[config.mk]
export PLATFORM = sky130hd
export DESIGN_NAME = p601_sysctl
export DESIGN_NICKNAME = d
export VERILOG_FILES = /design/src/rtl/p601_sysctl.sv
export SDC_FILE = /design/constraint.sdc
export NUM_CORES = 1
export LEC_CHECK = 0
export BUFFER_PORTS_ARGS = -buffer_cell sky130_fd_sc_hd__buf_2
export CAP_MARGIN = 30
export CELL_PAD_IN_SITES_DETAIL_PLACEMENT = 2
export CELL_PAD_IN_SITES_GLOBAL_PLACEMENT = 2
export CORE_MARGIN = 2
export CORE_UTILIZATION = 25
export DETAILED_ROUTE_END_ITERATION = 8
export PLACE_DENSITY = 0.69
export REMOVE_ABC_BUFFERS = 1
export SYNTH_ARGS = -nofsm -noshare
export SYNTH_HDL_FRONTEND = slang
export SYNTH_SLANG_ARGS = --single-unit
[constraint.sdc]
create_clock -name clk_in -period 5.05 [get_ports clk_in]
set_input_delay 0.2525 -clock clk_in [delete_from_list [all_inputs] [get_ports clk_in]]
set_output_delay 0.2525 -clock clk_in [all_outputs]
set_load 0.005 [all_outputs]
[src/rtl/p601_sysctl.sv]
// p601_sysctl: CPU clock enable / sys_clk divider, CPU reset sequencer and masked interrupt aggregator.
// Optional watchdog on register 4 is built only when SYSCTL_WDT_EN is defined.
module p601_sysctl #(
  parameter int OSC_CLOCK  = 12000000,
  parameter int CPU_CLOCK  = 3000000,
  parameter int RES_CYCLES = 4,
  parameter int NIRQ       = 4,
  parameter int WDT_WIDTH  = 16
) (
  input  logic            clk_in,
  input  logic            b_reset,
  output logic            sys_ce,
  output logic            sys_clk,
  output logic            sys_res,
  output logic            sys_irq,
  input  logic [NIRQ-1:0] irq_in,
  input  logic [2:0]      AD,
  input  logic [7:0]      DI,
  output logic [7:0]      DO,
  input  logic            rw,
  input  logic            cs
);

  localparam int DIV = OSC_CLOCK / CPU_CLOCK;
  localparam int CW  = (DIV > 2) ? $clog2(DIV) : 1;
  localparam logic [CW-1:0] CNT_LAST = CW'(DIV - 1);
  localparam logic [CW-1:0] CNT_HALF = CW'(DIV / 2 - 1);
  localparam logic [7:0]    RES_LOAD = 8'(RES_CYCLES);

  if ((DIV < 2) || ((DIV % 2) != 0)) begin : g_bad_div
    $error("p601_sysctl: OSC_CLOCK/CPU_CLOCK must be even and at least 2");
  end
  if ((NIRQ < 1) || (NIRQ > 8)) begin : g_bad_nirq
    $error("p601_sysctl: NIRQ must be in 1..8");
  end
  if ((RES_CYCLES < 1) || (RES_CYCLES > 255)) begin : g_bad_res
    $error("p601_sysctl: RES_CYCLES must be in 1..255");
  end
  if ((WDT_WIDTH < 1) || (WDT_WIDTH > 32)) begin : g_bad_wdt
    $error("p601_sysctl: WDT_WIDTH must be in 1..32");
  end

  logic [CW-1:0]   cnt;
  logic [7:0]      rcnt;
  logic [NIRQ-1:0] irq_q;
  logic [NIRQ-1:0] pend;
  logic [NIRQ-1:0] pend_nxt;
  logic [NIRQ-1:0] mask;
  logic [NIRQ-1:0] mode;
  logic            wdt_fire;
  logic [7:0]      wdt_rd;
  logic            we;
  logic            we_pend;
  logic            we_mask;
  logic            we_mode;
  logic            unused_di;

  assign unused_di = ^DI;

  assign sys_ce  = (cnt == CNT_LAST);
  assign we      = sys_ce & cs & ~rw & ~sys_res;
  assign we_pend = we && (AD == 3'd0);
  assign we_mask = we && (AD == 3'd1);
  assign we_mode = we && (AD == 3'd2);

  // sys_clk is high for the first half of each CPU cycle, so it rises just after sys_ce.
  always_ff @(posedge clk_in or negedge b_reset) begin
    if (!b_reset) begin
      cnt     <= '0;
      sys_clk <= 1'b0;
    end else begin
      if (cnt == CNT_LAST) begin
        cnt     <= '0;
        sys_clk <= 1'b1;
      end else begin
        cnt <= cnt + 1'b1;
        if (cnt == CNT_HALF) begin
          sys_clk <= 1'b0;
        end
      end
    end
  end

  // Reset sequencer; a watchdog expiry re-enters the same sequence as a power-on reset.
  always_ff @(posedge clk_in or negedge b_reset) begin
    if (!b_reset) begin
      rcnt    <= RES_LOAD;
      sys_res <= 1'b1;
    end else if (wdt_fire) begin
      rcnt    <= RES_LOAD;
      sys_res <= 1'b1;
    end else if (sys_ce) begin
      if (rcnt != 8'd0) begin
        rcnt <= rcnt - 8'd1;
      end else begin
        sys_res <= 1'b0;
      end
    end
  end

  // Next pending value; a fresh edge always beats a write-1-clear, and leaving level mode drops the level.
  always_comb begin
    pend_nxt = pend;
    for (int i = 0; i < NIRQ; i++) begin
      if (!mode[i]) begin
        pend_nxt[i] = irq_in[i];
      end else begin
        pend_nxt[i] = (irq_in[i] & ~irq_q[i]) | (pend[i] & ~(we_pend & DI[i]));
      end
      if (we_mode && !mode[i] && DI[i]) begin
        pend_nxt[i] = irq_in[i] & ~irq_q[i];
      end
    end
  end

  always_ff @(posedge clk_in or negedge b_reset) begin
    if (!b_reset) begin
      irq_q   <= '0;
      pend    <= '0;
      mask    <= '0;
      mode    <= '0;
      sys_irq <= 1'b0;
    end else if (wdt_fire) begin
      irq_q   <= irq_in;
      pend    <= '0;
      mask    <= '0;
      mode    <= '0;
      sys_irq <= 1'b0;
    end else if (sys_ce) begin
      irq_q   <= irq_in;
      pend    <= pend_nxt;
      sys_irq <= (|(pend & mask)) & ~sys_res;
      if (we_mask) begin
        mask <= DI[NIRQ-1:0];
      end
      if (we_mode) begin
        mode <= DI[NIRQ-1:0];
      end
    end
  end

`ifdef SYSCTL_WDT_EN
  logic [WDT_WIDTH-1:0] wdt_cnt;
  logic                 wdt_en;
  logic                 wdt_fired;
  logic                 wdt_wr;
  logic                 wdt_kick;
  logic                 wdt_tick;

  assign wdt_wr   = we && (AD == 3'd4);
  assign wdt_kick = wdt_wr && (DI == 8'h5A);
  assign wdt_tick = sys_ce & wdt_en & ~sys_res & ~wdt_kick;
  assign wdt_fire = wdt_tick && (wdt_cnt == '0);
  assign wdt_rd   = {wdt_fired, 6'b0, wdt_en};

  // A kick landing on the expiry cycle still counts, so the kick takes priority over the tick.
  always_ff @(posedge clk_in or negedge b_reset) begin
    if (!b_reset) begin
      wdt_cnt   <= '1;
      wdt_en    <= 1'b0;
      wdt_fired <= 1'b0;
    end else if (wdt_fire) begin
      wdt_cnt   <= '1;
      wdt_en    <= 1'b0;
      wdt_fired <= 1'b1;
    end else begin
      if (wdt_kick) begin
        wdt_cnt <= '1;
      end else if (wdt_tick) begin
        wdt_cnt <= wdt_cnt - 1'b1;
      end
      if (wdt_wr && !wdt_kick) begin
        wdt_en <= DI[0];
      end
    end
  end
`else
  assign wdt_fire = 1'b0;
  assign wdt_rd   = 8'hFF;
`endif

  always_comb begin
    DO = 8'hFF;
    case (AD)
      3'd0: begin
        DO = 8'h00;
        DO[NIRQ-1:0] = pend;
      end
      3'd1: begin
        DO = 8'h00;
        DO[NIRQ-1:0] = mask;
      end
      3'd2: begin
        DO = 8'h00;
        DO[NIRQ-1:0] = mode;
      end
      3'd3: begin
        DO = 8'h00;
        DO[NIRQ-1:0] = irq_in;
      end
      3'd4: DO = wdt_rd;
      default: DO = 8'hFF;
    endcase
  end

endmodule
# Word level (Yosys, flattened, before mapping)
# Cells that the tools add are included.
word_totals:
  reg_bits: 29
  in_bits: 19
  out_inout_bits: 12
op_classes:
  eq_ne: 5
  bitwise: 32
  n_addsub: 2
  reduce_logical: 23
  muxes: 12
ops:
  columns: ["operator", "n"]
  rows:
  - ["$pmux W8 S4", 1]
  - ["$and A1 B1 Y1", 16]
  - ["$logic_and A1 B1 Y1", 11]
  - ["$not A1 Y1", 11]
  - ["$mux W1", 10]
  - ["$reduce_and A2 Y1", 4]
  - ["$reduce_bool A8 Y1", 1]
  - ["$sub A8 B1 Y8 const B", 1]
  - ["$eq A3 B2 Y1 const B", 2]
  - ["$and A4 B4 Y4", 1]
  - ["$logic_not A1 Y1", 4]
  - ["$or A1 B1 Y1", 4]
  - ["$reduce_or A4 Y1", 1]
  - ["$eq A3 B1 Y1 const B", 1]
  - ["$logic_not A3 Y1", 1]
  - ["$add A2 B1 Y2 const B", 1]
  - ["$eq A2 B1 Y1 const B", 1]
  - ["$eq A2 B2 Y1 const B", 1]
  - ["$mux W2", 1]
  - ["$reduce_bool A2 Y1", 1]

# Logic depth before layout (Yosys ltp)
# Gate-level depths: netlist of run 1.
logic_depth:
  word_depth: 11
  mapped_depth: 5

# Least setup slack after synthesis of run 1
# OpenSTA, ideal clock, no wires.
synth_timing:
  path_kind: "register to register"
  from: "register cnt[0]"
  to: "register mode[0]"
  setup_slack_ps: 3238
  n_path_buf: 1
  synth_period_minus_slack_ps: 1812
  setup_ps: 125
  stages_incl_launch_ff: 6
  arrival_ps: 1687
  cell_sequence: "dfrtp_1 > ha_1 > or3b_1 > buf_6 > or2_4 > mux2_4"
synth_between:
  elab_chain_len: 6
synth_lines:
  columns: ["item", "line_no", "source"]
  rows:
  - ["from (decl)", "43", "logic [CW-1:0] cnt;"]
  - ["from (signal assigned)", "76", "cnt <= cnt + 1'b1;"]
  - ["$eq A2 B2 Y1 (*)", "60", "assign sys_ce = (cnt == CNT_LAST);"]
  - ["named net sys_ce", "12", "output logic sys_ce,"]
  - ["$and A1 B1 Y1 (3 in series)", "61", "assign we = sys_ce & cs & ~rw & ~sys_res;"]
  - ["$logic_and A1 B1 Y1", "64", "assign we_mode = we && (AD == 3'd2);"]
  - ["$reduce_and A2 Y1 (no source line) (*)", null, null]
  - ["to (signal assigned)", "137", "mode <= DI[NIRQ-1:0];"]
  - ["to (decl)", "49", "logic [NIRQ-1:0] mode;"]
# The timed path passes the listed nets; every way through them passes the cells marked *.
# A chain may end at the register's enable or synchronous reset.

# Worst setup path in the final report of run 1
layout_timing:
  from: "register cnt[0]"
  to: "register mode[0]"
layout_between:
  elab_chain_len: 6
layout_lines:
  columns: ["item", "line_no"]
  rows:
  - ["$eq A2 B2 Y1 (*)", "60"]
  - ["$and A1 B1 Y1 (3 in series)", "61"]
  - ["$logic_and A1 B1 Y1", "64"]
  - ["$reduce_and A2 Y1 (no source line) (*)", null]
# Mark *: on every way between the ends. The rest lies on a longest branch, timed or not.

==> impl_metrics.tcl, run 1 <==
set metrics [dict create \
    status "completed" \
    clkSlewWorstSetupHoldPaths_ns 0.06 \
    power-per-cell-area_nw_per_um2 278 \
    final.hold.worst_slack_ns 0.0148 \
    crit_start "cnt[0]" \
    layout-area-overhead-vs-synth_pct 17.5 \
    detailedPlacementHpwl_mm 2.96 \
    maximum_number_of_pins_on_one_net_before_global_route_repair 30 \
    grt_pass1_vias 1321 \
    postCtsResizedCells 0 \
    highest_fanout_seen_on_the_critical_path 19 \
    diodes 0 \
    post-cts-setup-buffer-count 0 \
    layout.cells.most_common "sky130_fd_sc_hd__dfrtp_1" \
    grt_usage_pct 12.0 \
    timing_hold_violations_final 0 \
    rsz0062_at_grt "false" \
    drt_wl_total_mm 3.86 \
    top_level_pins 31 \
    share_of_the_clock_period_used_by_the_worst_path_after_layout_pct 45.9 \
    timing.final.ws_setup_ns 2.73 \
    worstReg2RegStart "cnt[0]" \
    die_area_sq_um 7100 \
    period_needed_ns 2.32 \
    clk_latency_ns 0.27 \
    crit_family "simple AND/OR/NAND/NOR gates" \
    drt_iter0_markers 82 \
    die_x_um 84.3 \
    antenna_left 0 \
    fmaxAchievable_mhz 431 \
    cts_inserted_buffers 5 \
    initial_antenna_violation_count 0 \
    synth.yosys.warnings 0 \
    yosysTopAreaCell "sky130_fd_sc_hd__dfrtp_1" \
    max_cap_viol_count 0 \
    ys_ff_latch 29 \
    timing.max_slew.rel_slack_pct 54.8 \
    regArea_sq_um 728 \
    critPathCaptureType "flip-flop" \
    numPlacedInstances 239 \
    timing_worst_slew_pin_value_ns 0.678 \
    slew_violations 0 \
    global_route_wire_length_before_repair_mm 6.71 \
    vdd_drop_max_v 0.000118 \
    ctsHtreeMaxLevel 2 \
    post_drt_via_cell_ratio 4.92 \
    placement_stage_worst_setup_slack_ns 2.71 \
    finish.net_count 192 \
    timing.critical_path.buf_inv 0 \
    cp-start-kind "flip-flop" \
    cp_cell_sequence "ha_1 -> or3b_1 -> or2_4 -> mux2_4" \
    ys_seq_area_share_pct 45.2 \
    placement.io_buffers 26 \
    synth_top_area_share_pct 42.0 \
    clkSinkCount 29 \
    drt-wirelength-per-cell_um 15.6 \
    cp.required_ns 5.21 \
    critPathKind "flip-flop to flip-flop" \
    syn_area_per_cell_sq_um 11.3 \
    cts_root_buffer "sky130_fd_sc_hd__clkbuf_8" \
    slowest_stage "sky130_fd_sc_hd__ha_1" \
    postCtsHoldBufs 0 \
    finalSetupViolCount 0 \
    drc_errors 0 \
    multi_input_area_sq_um 798 \
    r2r.worst_path.cells 4 \
    clockBufferDepth 2 \
    netlist_top_cells_area "sky130_fd_sc_hd__dfrtp_1 (42%), sky130_fd_sc_hd__mux4_2 (5.6%), sky130_fd_sc_hd__dfstp_2 (3.3%)" \
    asyncSetResetFlopFracSynth_pct 100 \
    hold_path.class "primary input to async pin" \
    tritoncts_clock_tree "yes" \
    last_weighted_congestion_value_of_the_routability_driven_placer 0.694 \
    ys_types 45 \
    count_of_flip_flops_with_a_built_in_enable_after_synthesis 0 \
    synth_area_sq_um 1610 \
    coreArea_sq_um 6280 \
    worstPathArrival_ns 2.48 \
    initial_core_util_pct 25.7 \
    floorplan.die.height_um 84.3 \
    dr.pass1.iters 4 \
    final_worst_clock_skew_ns 0.00467 \
    synthesis.instances 143 \
    layoutNonFillerInstCount 247 \
    crit_path_max_incr_delay_ns 0.59 \
    critical_path_depth 4 \
    fill_cells 694 \
    tns_ns 0 \
    grt_ovf 0 \
    std_cell_rows 29 \
    synth_top_flop_cell "sky130_fd_sc_hd__dfrtp_1" \
    layout.cells.most_common_list "sky130_fd_sc_hd__dfrtp_1 (27), sky130_fd_sc_hd__buf_2 (26), sky130_fd_sc_hd__inv_1 (10), sky130_fd_sc_hd__nand2_1 (10), sky130_fd_sc_hd__clkbuf_8 (7)" \
    drive_gt1_share_pct 30.0 \
    via_count 1215 \
    power_leakage_nw 0.867 \
]
-- per-layer routing --
metal	up-vias	wire, um	GRT usage, %
li1	572	-	-
met1	611	1790	15.1
met2	28	1840	20.1
met3	4	203	3.24
met4	0	39	3.52
met5	-	0	0
-- flip-flops by register name, summed over array words and instances (netlist names) --
| signal | flops |
|---|---|
| rcnt | 8 |
| mode | 4 |
| cnt | 2 |
| sys_clk | 1 |
| sys_res | 1 |
| mask | 4 |
| irq_q | 4 |
| sys_irq | 1 |
| pend | 4 |
-- worst reg2reg max path: cells and delay by family (launching register included) --
family,cells,cell delay [ns]
and+or+nand+nor,2,0.93
adders and majority gates,1,0.59
DFF,1,0.39
muxes,1,0.30
-- cell families after synthesis --
| logic type | count (synthesis) | synth area share [%] |
|---|---|---|
| multiplexers | 16 | 14.5 |
| XOR/XNOR | 1 | 0.544 |
| AO/OA/AOI/OAI | 32 | 14.1 |
| AND/OR/NAND/NOR | 44 | 17.3 |
| buffers and inverters | 17 | 5.21 |
| adder cells (fa/ha/maj) | 4 | 3.11 |
| flip-flops | 29 | 45.2 |
-- synth_stat cells (3+ instances only) --
library cell and n:
sky130_fd_sc_hd__mux2_1 4, sky130_fd_sc_hd__or2b_1 4, sky130_fd_sc_hd__inv_1 10, sky130_fd_sc_hd__ha_1 4
sky130_fd_sc_hd__o21ai_1 4, sky130_fd_sc_hd__nand2_1 10, sky130_fd_sc_hd__buf_4 3, sky130_fd_sc_hd__mux2_2 3
sky130_fd_sc_hd__mux4_2 4, sky130_fd_sc_hd__mux2_4 3, sky130_fd_sc_hd__o311ai_1 3, sky130_fd_sc_hd__or2_1 3
sky130_fd_sc_hd__and2_1 4, sky130_fd_sc_hd__o21ai_0 4, sky130_fd_sc_hd__nor2_1 5, sky130_fd_sc_hd__a22oi_1 5
sky130_fd_sc_hd__dfrtp_1 27, sky130_fd_sc_hd__o221ai_1 3, sky130_fd_sc_hd__a21o_1 4
-- final timing paths --
check,to,slack (ns)
max,mode[0],2.73
min,mask[1],0.01
max reg2reg,mode[0],2.73
min reg2reg,cnt[0],0.49
max in group asynchronous,sys_irq,4.60
min in group clk_in,mask[0],0.24
-- report_power, final --
part / internal, mW / switching [mW]
Combinational: 0.0317 / 0.0248
Sequential: 0.246 / 0.0131
Clock: 0.123 / 0.0872
-- stage by stage --
step	utilization, %	instance area (sq um)	total power [mW]
final	30.1	1890	0.526
after global routing	30.1	1890	0.553
after CTS	30.1	1890	0.535
after detailed placement	28.5	1790	0.321
after global placement	28.5	1790	0.319
after floorplan	-	1560	0.290
-- layout make-up --
class                   instances  area share, %
clock buffers                   7           5.09
flip-flops and latches         29           38.5
repair buffers                 26           6.88
inverters                      10           1.98
multi-input cells              97           42.2
clock inverters                 1          0.265
well taps                      77           5.09
Power figures use the tool's default switching activity.
==> run 2, diff against run 1 <==
- clock period: 5.05 -> 2.39 ns (I/O delays scaled with it)
==> run 2 against run 1 <==
Clock power increased by 95%. Critical path depth unchanged. Core utilization about the same. Register-to-register slack got worse by 2.2 ns. Setup slack got worse by 2.2 ns. Cell count increased by 0.40%. Flip-flop and latch count unchanged. Largest power group unchanged.
==> impl_metrics.tcl, run 2 (same netlist as run 1, synthesis figures left out) <==
set metrics [dict create \
    hold_path.startpoint "DI[0]" \
    r2r.worst_path.cells 4 \
    floorplan.die.height_um 84.3 \
    power_share_of_the_clock_group_pct 38.0 \
    top_level_pins 31 \
    cts_root_buffer "sky130_fd_sc_hd__clkbuf_8" \
    initial_core_util_pct 25.7 \
    timing.max_slew.rel_slack_pct 53.2 \
    antenna_left 0 \
    ctsHtreeMaxLevel 2 \
    vdd_drop_max_v 0.000174 \
    coreArea_sq_um 6280 \
    holdPathEnd "mask[0]" \
    fmaxAchievable_mhz 541 \
    slew_violations 0 \
    max_cap_viol_count 0 \
    min_path_cells 2 \
    combPwrFrac_pct 11.3 \
    slack_of_the_worst_reg_to_reg_path_ns 0.54 \
    rsz0062_at_grt "false" \
    placement.io_buffers 26 \
    timing_worst_slew_pin_value_ns 0.703 \
    critPathCaptureType "flip-flop" \
    dr.pass1.iters 4 \
    initial_antenna_violation_count 0 \
    drt-wirelength-per-cell_um 16.0 \
    finish.net_count 194 \
    diodes 0 \
    critical_path.reg2reg.endpoint "mode[0]" \
    cts_inserted_buffers 5 \
    clockBufferDepth 2 \
    drc_errors 0 \
    status "completed" \
    tns_ns 0 \
    critPathKind "flip-flop to flip-flop" \
    tritoncts_clock_tree "yes" \
    hold_path.class "primary input to flip-flop" \
    maximum_number_of_pins_on_one_net_before_global_route_repair 30 \
    highest_fanout_seen_on_the_critical_path 9 \
    finish.instance_area_sq_um 1890 \
    clk_latency_ns 0.28 \
    die_x_um 84.3 \
    largest_reg_flops 8 \
    period_needed_ns 1.85 \
    postCtsHoldBufs 1 \
    top_register "rcnt" \
    fill_cells 696 \
    via_count 1250 \
    cp-start-kind "flip-flop" \
    last_weighted_congestion_value_of_the_routability_driven_placer 0.711 \
    cp.required_ns 2.56 \
    clkSlewWorstSetupHoldPaths_ns 0.06 \
    drt_iter0_markers 106 \
    grt_ovf 0 \
    std_cell_rows 29 \
    swShare_pct 24.2 \
    global_route_wire_length_before_repair_mm 6.71 \
    layout.cells.most_common "sky130_fd_sc_hd__dfrtp_1" \
    drt_wl_total_mm 3.97 \
    worstPathArrival_ns 2.01 \
    layout.cells.most_common_list "sky130_fd_sc_hd__dfrtp_1 (27), sky130_fd_sc_hd__buf_2 (26), sky130_fd_sc_hd__inv_1 (10), sky130_fd_sc_hd__nand2_1 (10), sky130_fd_sc_hd__clkbuf_8 (6)" \
    finalSetupViolCount 0 \
    die_area_sq_um 7100 \
    drive_gt1_share_pct 29.2 \
    detailedPlacementHpwl_mm 2.99 \
    power_leakage_nw 0.867 \
    share_of_the_clock_period_used_by_the_worst_path_after_layout_pct 77.3 \
    grt_usage_pct 12.0 \
    timing.final.ws_setup_ns 0.542 \
    post_drt_via_cell_ratio 5.04 \
    final_worst_clock_skew_ns 0.00321 \
    grt_pass1_vias 1349 \
    post-cts-setup-buffer-count 0 \
    seqPwrFrac_pct 50.8 \
    power-per-cell-area_nw_per_um2 569 \
    postCtsResizedCells 0 \
    final_util_pct 30.2 \
    layout-area-overhead-vs-synth_pct 17.6 \
    placement_stage_worst_setup_slack_ns 0.518 \
    intPower_mw 0.816 \
    placed_area_sq_um 1800 \
    clkSinkCount 29 \
    worstReg2RegStart "cnt[0]" \
    total_switching_power_mw 0.261 \
    timing_hold_violations_final 0 \
]
[run 2: cell count changes in the layout (fill, tap and decap cells not counted), sizes merged]
cell / change
buf: +1
clkinv: -1
dlygate4sd3: +1
[run 2: worst max path at each step]
stage | to | slack [ns] | from | cells after the start
4_1_cts | mode[0] | 0.51 | cnt[0] | 4
5_1_grt | mode[1] | 0.45 | cnt[0] | 4
2_1_floorplan | mode[0] | 0.44 | cnt[0] | 4
6_report | mode[0] | 0.54 | cnt[0] | 4
3_5_place_dp | mode[0] | 0.52 | cnt[0] | 4
3_3_place_gp | mode[0] | 0.59 | cnt[0] | 4
[run 2: power groups by stage]
stage | clock, mW | combinational, mW | sequential (mW)
after global routing | 0.451 | 0.138 | 0.551
after detailed placement | 0 | 0.123 | 0.556
after global placement | 0 | 0.119 | 0.555
final | 0.409 | 0.121 | 0.547
after CTS | 0.429 | 0.125 | 0.547
after floorplan | 0 | 0.0663 | 0.547
[run 2: routing by layer]
metal  track usage, %  share of wire, %  routed length, um
met1             15.9                47               1870
met2             19.6                47               1880
met3             2.95               4.6                181
met4             3.52               1.0                 41
met5                0                 0                  0
[run 2: through the flow]
stage | power [mW] | hold WS (ns) | cells
final | 1.08 | 0.0909 | 248
after global routing | 1.14 | 0.104 | 248
after CTS | 1.10 | 0.0843 | 248
after detailed placement | 0.679 | 0.218 | 240
after global placement | 0.673 | 0.209 | 240
after floorplan | 0.613 | -0.176 | 136
[run 2: critical path: stages (launching register included)]
cell and delay, ns:
sky130_fd_sc_hd__dfrtp_1 0.38, sky130_fd_sc_hd__ha_1 0.18, sky130_fd_sc_hd__or3b_1 0.52, sky130_fd_sc_hd__or2_4 0.35, sky130_fd_sc_hd__mux2_4 0.30
[run 2: area by class of cell]
type | instances | area [sq um] | area share, %
Clock buffer | 7 | 86.3 | 4.56
Multi-Input combinational cell | 97 | 798 | 42.1
Inverter | 10 | 37.5 | 1.98
Sequential cell | 29 | 728 | 38.4
Tap cell | 77 | 96.3 | 5.09
Timing Repair Buffer | 28 | 148 | 7.79
==> run 3, diff against run 2 <==
- clock period: 2.39 -> 1.8 ns (I/O delays scaled with it)
==> run 3 against run 2 <==
Largest power group unchanged. Combinational power grew 36%. First-iteration DRC count shrank 87%. Die area is the same. Critical endpoint is now rcnt[3]. Setup slack lost 0.48 ns. Highest routed layer unchanged.
==> impl_metrics.tcl, run 3 (same netlist as run 1, synthesis figures left out) <==
set metrics [dict create \
    vdd_drop_max_v 0.000235 \
    layout.cells.most_common_list "sky130_fd_sc_hd__dfrtp_1 (27), sky130_fd_sc_hd__buf_2 (26), sky130_fd_sc_hd__inv_1 (10), sky130_fd_sc_hd__nand2_1 (10), sky130_fd_sc_hd__buf_4 (8)" \
    drive_gt1_share_pct 33.7 \
    top_level_pins 31 \
    placement.io_buffers 26 \
    timing_hold_violations_final 0 \
    final_worst_clock_skew_ns 0.00368 \
    rsz0062_at_grt "true" \
    drc_errors 0 \
    fmaxAchievable_mhz 575 \
    top_register "rcnt" \
    diodes 0 \
    die_area_sq_um 7100 \
    drt-wirelength-per-cell_um 15.8 \
    cp-start-kind "flip-flop" \
    std_cell_rows 29 \
    power-per-cell-area_nw_per_um2 735 \
    cp.required_ns 1.95 \
    ctsHtreeMaxLevel 2 \
    dr.pass1.iters 2 \
    finish.instance_area_sq_um 1960 \
    drt_iter0_markers 14 \
    clkSlewWorstSetupHoldPaths_ns 0.06 \
    grt_ovf 0 \
    cts_root_buffer "sky130_fd_sc_hd__clkbuf_8" \
    maximum_number_of_pins_on_one_net_before_global_route_repair 30 \
    status "completed" \
    finalSetupViolCount 0 \
    hold_path.class "primary input to flip-flop" \
    last_weighted_congestion_value_of_the_routability_driven_placer 0.715 \
    global_route_wire_length_before_repair_mm 6.84 \
    highest_fanout_seen_on_the_critical_path 3 \
    maxUsedRoutingLayer "met4" \
    final_util_pct 31.2 \
    drt_wl_total_mm 4.03 \
    floorplan.die.height_um 84.3 \
    grt_pass1_vias 1361 \
    worstPathArrival_ns 1.89 \
    period_needed_ns 1.74 \
    layout-area-overhead-vs-synth_pct 21.4 \
    detailroute.wirelength.met3_um 230 \
    clk_latency_ns 0.28 \
    wl_met1_mm 1.78 \
    layout.cells.most_common "sky130_fd_sc_hd__dfrtp_1" \
    critPathKind "flip-flop to flip-flop" \
    antenna_left 0 \
    clkSinkCount 29 \
    coreArea_sq_um 6280 \
    p_total_mw 1.44 \
    slew_violations 0 \
    largest_reg_flops 8 \
    via_count 1263 \
    die_x_um 84.3 \
    grt_usage_pct 12.3 \
    critPathCaptureType "flip-flop" \
    initial_antenna_violation_count 0 \
    post_drt_via_cell_ratio 4.95 \
    detailedPlacementHpwl_mm 3.10 \
    power_leakage_nw 0.903 \
    timing.max_slew.rel_slack_pct 53.9 \
    share_of_the_clock_period_used_by_the_worst_path_after_layout_pct 96.5 \
    timing_worst_slew_pin_value_ns 0.692 \
    finish.net_count 201 \
    initial_core_util_pct 25.7 \
    placed_area_sq_um 1850 \
    tritoncts_clock_tree "yes" \
    cts_inserted_buffers 5 \
    max_cap_viol_count 0 \
    met2WireLength_mm 1.98 \
    clockBufferDepth 2 \
    post-cts-setup-buffer-count 0 \
]
==> run 3: cell count changes in the layout (fill, tap and decap cells not counted) <==
cell,before,now
sky130_fd_sc_hd__o21ai_2,0,1
sky130_fd_sc_hd__or3b_4,0,1
sky130_fd_sc_hd__or3b_1,1,0
sky130_fd_sc_hd__nor2_1,5,4
sky130_fd_sc_hd__buf_4,1,8
sky130_fd_sc_hd__o21ai_1,4,3
sky130_fd_sc_hd__nor2_2,0,1
==> run 3: area by class of cell <==
cell class	instances	area (sq um)
clock buffer	7	86.3
fill	717	4320
inverter	10	37.5
multi-input combinational	97	807
sequential	29	728
tap	77	96.3
timing repair buffer	35	200
==> run 3: critical path: stages, from the launching register on <==
cell	delay, ns
sky130_fd_sc_hd__dfrtp_1	0.40
sky130_fd_sc_hd__inv_1	0.11
sky130_fd_sc_hd__ha_1	0.20
sky130_fd_sc_hd__or4b_1	0.48
sky130_fd_sc_hd__buf_4	0.18
sky130_fd_sc_hd__o21ai_0	0.16
sky130_fd_sc_hd__mux2i_1	0.09
==> run 3: path summary, 6_finish.rpt <==
path | startpoint | to | slack (ns) | depth (start not counted)
worst max-delay path | rcnt[1] | rcnt[3] | 0.06 | 6
worst min-delay path | DI[3] | mask[3] | 0.05 | 2
worst max register to register | rcnt[1] | rcnt[3] | 0.06 | 6
worst min register to register | rcnt[2] | rcnt[2] | 0.51 | 2
max in group asynchronous | b_reset | sys_clk | 0.97 | 2
min in group asynchronous | b_reset | irq_q[3] | 0.39 | 2
==> run 3: power by group <==
group	total (mW)	leakage (nW)	switching [mW]	internal, mW
registers	0.727	0.358	0.0366	0.691
logic	0.164	0.501	0.0705	0.0932
clock network	0.546	0.0443	0.243	0.303
total	1.44	0.903	0.350	1.09
==> run 3: layer usage <==
layer,vias to the layer above,track usage [%]
met5,-,0
met4,0,3.08
met3,5,5.01
met2,27,20.3
met1,643,14.9
li1,588,-
==> run 3: per-stage QoR <==
stage | setup TNS [ns] | instances | setup slack (ns) | hold slack, ns
3_3_place_gp | 0 | 247 | 0.0982 | 0.179
5_1_grt | -0.0513 | 255 | -0.0512 | 0.0651
6_report | 0 | 255 | 0.0622 | 0.0541
3_5_place_dp | 0 | 247 | 0.0859 | 0.184
2_1_floorplan | -0.694 | 136 | -0.154 | -0.206
4_1_cts | 0 | 255 | 0.0643 | 0.0538
==> run 3: timing repair <==
| item | 4_1_cts | 5_1_grt |
|---|---|---|
| gates resized for setup | 0 | 3 |
| endpoints found under the setup margin | 0 | 3 |
| hold endpoints to repair | 27 | 0 |
| hold buffers | 1 | 0 |
